<file path="src/rtl/dm_rst_ctrl.sv">
// Debug reset/halt sequencer: stretches DM reset requests to a minimum width,
// releases the system before the core and keeps a sticky have-reset flag.
module dm_rst_ctrl #(
  parameter int RST_HOLD = 16,
  parameter int SEQ_GAP  = 4
) (
  input  logic dm_clk,
  input  logic dm_rst,
  input  logic ndmreset,
  input  logic hartreset,
  input  logic halt_req,
  input  logic ackhavereset,
  output logic core_rst_n,
  output logic sys_rst_n,
  output logic dm_core_rst_n,
  output logic core_halt_req,
  output logic core_havereset,
  output logic reset_busy
);

  localparam logic [7:0] HOLD_MAX  = 8'(RST_HOLD);
  localparam logic [7:0] HOLD_LAST = 8'(RST_HOLD - 1);
  localparam logic [7:0] GAP_LAST  = 8'(SEQ_GAP - 1);

  typedef enum logic [1:0] {
    ST_IDLE    = 2'd0,
    ST_ASSERT  = 2'd1,
    ST_RELEASE = 2'd2
  } state_t;

  state_t     r_state;
  state_t     w_state_nxt;
  logic [7:0] r_cnt;
  logic [7:0] w_cnt_nxt;
  logic       r_sys_scope;
  logic       w_sys_scope_nxt;
  logic       r_core_rst_n;
  logic       w_core_rst_n_nxt;
  logic       r_sys_rst_n;
  logic       w_sys_rst_n_nxt;
  logic       r_halt;
  logic       r_havereset;
  logic       w_set_havereset;
  logic       r_busy;
  logic       w_req;

  assign w_req = ndmreset | hartreset;

  always_comb begin
    w_state_nxt      = r_state;
    w_cnt_nxt        = r_cnt;
    w_sys_scope_nxt  = r_sys_scope;
    w_core_rst_n_nxt = r_core_rst_n;
    w_sys_rst_n_nxt  = r_sys_rst_n;
    w_set_havereset  = 1'b0;
    case (r_state)
      ST_IDLE: begin
        if (w_req) begin
          w_state_nxt      = ST_ASSERT;
          w_cnt_nxt        = 8'd0;
          w_sys_scope_nxt  = ndmreset;
          w_core_rst_n_nxt = 1'b0;
          w_sys_rst_n_nxt  = ~ndmreset;
        end
      end
      ST_ASSERT: begin
        if (r_cnt < HOLD_MAX) w_cnt_nxt = r_cnt + 8'd1;
        // A system request arriving during a hart-only reset widens the scope
        // and restarts the hold window from that edge.
        if (ndmreset && !r_sys_scope) begin
          w_sys_scope_nxt = 1'b1;
          w_sys_rst_n_nxt = 1'b0;
          w_cnt_nxt       = 8'd0;
        end else if ((r_cnt >= HOLD_LAST) && !w_req) begin
          w_state_nxt     = ST_RELEASE;
          w_cnt_nxt       = 8'd0;
          w_sys_rst_n_nxt = 1'b1;
        end
      end
      ST_RELEASE: begin
        if (r_cnt != 8'hFF) w_cnt_nxt = r_cnt + 8'd1;
        if (w_req) begin
          w_state_nxt     = ST_ASSERT;
          w_cnt_nxt       = 8'd0;
          w_sys_scope_nxt = ndmreset;
          w_sys_rst_n_nxt = ~ndmreset;
        end else if (r_cnt == GAP_LAST) begin
          w_state_nxt      = ST_IDLE;
          w_core_rst_n_nxt = 1'b1;
          w_set_havereset  = 1'b1;
        end
      end
      default: begin
        w_state_nxt      = ST_ASSERT;
        w_cnt_nxt        = 8'd0;
        w_sys_scope_nxt  = 1'b1;
        w_core_rst_n_nxt = 1'b0;
        w_sys_rst_n_nxt  = 1'b0;
      end
    endcase
  end

  always_ff @(posedge dm_clk or posedge dm_rst) begin
    if (dm_rst) begin
      r_state      <= ST_ASSERT;
      r_cnt        <= 8'd0;
      r_sys_scope  <= 1'b1;
      r_core_rst_n <= 1'b0;
      r_sys_rst_n  <= 1'b0;
      r_halt       <= 1'b0;
      r_havereset  <= 1'b0;
      r_busy       <= 1'b1;
    end else begin
      r_state      <= w_state_nxt;
      r_cnt        <= w_cnt_nxt;
      r_sys_scope  <= w_sys_scope_nxt;
      r_core_rst_n <= w_core_rst_n_nxt;
      r_sys_rst_n  <= w_sys_rst_n_nxt;
      r_halt       <= halt_req;
      // Setting wins over an acknowledge landing on the same edge.
      r_havereset  <= w_set_havereset | (r_havereset & ~ackhavereset);
      r_busy       <= (w_state_nxt != ST_IDLE);
    end
  end

  assign core_rst_n     = r_core_rst_n;
  assign dm_core_rst_n  = r_core_rst_n;
  assign sys_rst_n      = r_sys_rst_n;
  assign core_halt_req  = r_halt;
  assign core_havereset = r_havereset;
  assign reset_busy     = r_busy;

endmodule

</file>
<file path="config.mk">
export PLATFORM = sky130hd
export DESIGN_NAME = dm_rst_ctrl
export DESIGN_NICKNAME = d
export VERILOG_FILES = /design/src/rtl/dm_rst_ctrl.sv
export SDC_FILE = /design/constraint.sdc
export NUM_CORES = 1
export LEC_CHECK = 0
export ABC_AREA = 1
export BUFFER_PORTS_ARGS = -buffer_cell sky130_fd_sc_hd__buf_2
export CAP_MARGIN = 15
export CORE_ASPECT_RATIO = 1.25
export CORE_MARGIN = 1.5
export CORE_UTILIZATION = 53
export CTS_BUF_LIST = sky130_fd_sc_hd__clkbuf_16
export CTS_CLUSTER_DIAMETER = 80
export DETAILED_ROUTE_END_ITERATION = 8
export GPL_ROUTABILITY_DRIVEN = 1
export PLACE_DENSITY = 0.77
export SYNTH_ARGS = -nofsm -noshare
export SYNTH_HDL_FRONTEND = slang
export SYNTH_SLANG_ARGS = --single-unit
</file>
<file path="constraint.sdc">
create_clock -name dm_clk -period 2.1 [get_ports dm_clk]
set_clock_uncertainty 0.15 [all_clocks]
set_input_delay 0.315 -clock dm_clk [delete_from_list [all_inputs] [get_ports dm_clk]]
set_output_delay 0.315 -clock dm_clk [all_outputs]
set_load 0.01 [all_outputs]
</file>
==> results_dict.tcl <==
set metrics [dict create \
    crit_slowest_cell "dfstp_2" \
    peakVddDrop_mv 0.632 \
    crit_path_cell_trace "ha_1 -> inv_1 -> a21oi_1 -> nand2_2 -> a21oi_2 -> nand3_1 -> nand2_1" \
    period_minus_slack_ns 1.90 \
    critPathMaxFanout 5 \
    postCtsHoldBufs 0 \
    syn-num-nets 145 \
    status "complete, but fails checks" \
    wl_per_cell_um 12.3 \
    hold_violations 13 \
    io_pins 12 \
    grt_antenna_before_repair 0 \
    die_y_um 51.8 \
    yosys_warnings 0 \
    failed_checks "negative hold slack" \
    drt-total-wl_mm 2.06 \
    crit_path_start_kind "flop" \
    finalSetupViolCount 0 \
    tns_ns 0 \
    clock_sinks 16 \
    drive_above_1_share_pct 20.3 \
    crit_buf_inv 1 \
    viasPerCell 5.20 \
    cts_tree "yes" \
    netlist_instances 134 \
    core_area_um2 1790 \
    critPathCaptureType "flop" \
    final_cells 167 \
    grt_pass1_vias 907 \
    dr.first_iter.drc_count 12 \
    post-route-drc-count 0 \
    die_w_um 42.0 \
    relSlewSlack_pct 60.1 \
    dp_cells 163 \
    syn_area_um2 1010 \
    rsz0062_at_grt "false" \
    first_pass_iters 4 \
    min_period_over_period_pct 90.3 \
    clkTransAtPathRegs_ns 0.05 \
    cp_top_family "flip-flops" \
    hp-class "primary input to async pin" \
    synth-seq-cells 16 \
    grt_start_max_net_pins 17 \
    vias 869 \
    synth.distinct_cells 24 \
    grt_pass1_wl_mm 3.70 \
    reg2reg_slack_ns 0.20 \
    worst_slew_pin_slew_ns 0.598 \
    arrival_ns 1.93 \
    syn_avg_cell_area_um2 7.54 \
    cp_slowest_stage_delay_ns 0.55 \
    power_density_nw_per_um2 1030 \
    p_leak_nw 0.638 \
    nets 160 \
    whs_ns -0.0181 \
    cts_buffers 3 \
    cap_violations 0 \
    gp_congestion 0.969 \
    io_buffers 11 \
    antenna_left 0 \
    clock_path_buffers 2 \
    die_area_um2 2180 \
    cts_max_level 1 \
    grt-ovfl-total 0 \
    cts_resized 0 \
    worst-setup-path-type "flop to flop" \
    n_antenna_cell 0 \
    num_rows 17 \
    start_util_pct 56.5 \
    worstPathRequired_ns 2.14 \
    clock_latency_ns 0.25 \
    dp_hpwl_mm 1.57 \
    synth_seq_area_share_pct 40.0 \
    slew_viol_final 0 \
    grt_usage_pct 22.5 \
    fmax_mhz 527 \
    postCtsSetupBuffers 0 \
    clockRootBuffer "clkbuf_16" \
    syn_to_final_growth_pct 14.9 \
]
-- power breakdown --
group          internal [mW]  switching [mW]  leakage, nW  total, mW
Clock                  0.252           0.117       0.0385      0.370
Sequential             0.387          0.0353        0.208      0.423
Combinational          0.145           0.261        0.391      0.406
-- cell families (layout without fill, tap and decap cells) --
group,count (synthesis),count (layout),share of synthesized area [%]
and+or+nand+nor,73,73,34.4
AOI/OAI and AO/OA,13,13,7.19
adders and majority gates,5,5,6.20
DFF,16,16,40.0
xor gates and xnor gates,3,3,2.60
buffers and inverters,24,38,9.54
-- synth_stat cells, drive strengths merged --
cell | number | area, um^2
ha | 5 | 62.6
nor3b | 1 | 12.5
xnor2 | 1 | 8.76
inv | 23 | 88.8
a21oi | 4 | 23.8
dfstp | 3 | 78.8
dfrtp | 13 | 325
a31oi | 2 | 12.5
buf | 1 | 7.51
nand3 | 19 | 105
nand2 | 40 | 165
xor2 | 2 | 17.5
o21ai | 6 | 30.0
o22ai | 1 | 6.26
nor3 | 1 | 5.00
nor2 | 12 | 60.1
-- metal layers --
layer	global-route usage, %	wire length, um	vias up
met1	24.4	844	392
met5	0	0	-
met3	3.13	54	9
li1	-	-	450
met4	8.85	53	0
met2	43.5	1110	18
-- worst reg2reg max path, cell delays in order (launching register included) --
cell     delay (ns)
dfstp_2        0.55
ha_1           0.21
inv_1          0.08
a21oi_1        0.26
nand2_2        0.14
a21oi_2        0.26
nand3_1        0.12
nand2_1        0.08
-- state kept, by name, summed over array words and instances, names as in the netlist --
register,count
r_cnt,8
r_state,2
core_halt_req,1
core_havereset,1
core_rst_n,1
r_sys_scope,1
reset_busy,1
sys_rst_n,1
-- final cells by class --
| class | instances | area [um^2] |
|---|---|---|
| Fill cell | 163 | 627 |
| Multi-Input combinational cell | 94 | 509 |
| Sequential cell | 16 | 404 |
| Inverter | 23 | 88.8 |
| Clock buffer | 3 | 75.1 |
| Timing Repair Buffer | 11 | 55.1 |
| Tap cell | 19 | 23.8 |
| Clock inverter | 1 | 3.75 |
-- path summary, 6_finish.rpt --
check,start,to,depth (start not counted)
hold reg to reg,r_sys_scope,r_sys_scope,2
min in group dm_clk,halt_req,core_halt_req,1
setup / recovery,r_state[0],r_cnt[2],7
hold / removal,dm_rst,r_cnt[1],2
max in group asynchronous,dm_rst,r_state[1],2
setup reg to reg,r_state[0],r_cnt[2],7
-- layout by cell type, fill, tap and decap left out --
cell and count:
inv_1 22, nor3_1 1, o22ai_1 1, dfrtp_1 13
inv_4 1, nor2_1 8, nand2_4 1, clkbuf_16 3
a21oi_2 1, nand3_2 2, o21ai_0 5, nand2_2 3
dfstp_2 3, ha_1 5, nor2_4 1, a31oi_1 2
clkinv_1 1, xnor2_1 1, buf_2 11, o21ai_1 1
nor3b_2 1, nand2_1 36, nor2_2 3, a21oi_1 3
xor2_1 2, nand3_1 17
-- metrics by stage --
stage                     power [mW]  worst slack [ns]  utilization (%)  hold slack [ns]  area (um^2)
final                           1.20             0.204             64.9          -0.0181         1160
after global routing            1.27            0.0379             64.9           0.0236         1160
after CTS                       1.21             0.198             64.9          0.00469         1160
after detailed placement       0.828             0.247             60.5            0.263         1080
after global placement         0.821             0.263             60.5            0.255         1080
after floorplan                0.729             0.374                -           0.0766         1010
(Power assumes the default switching activity.)
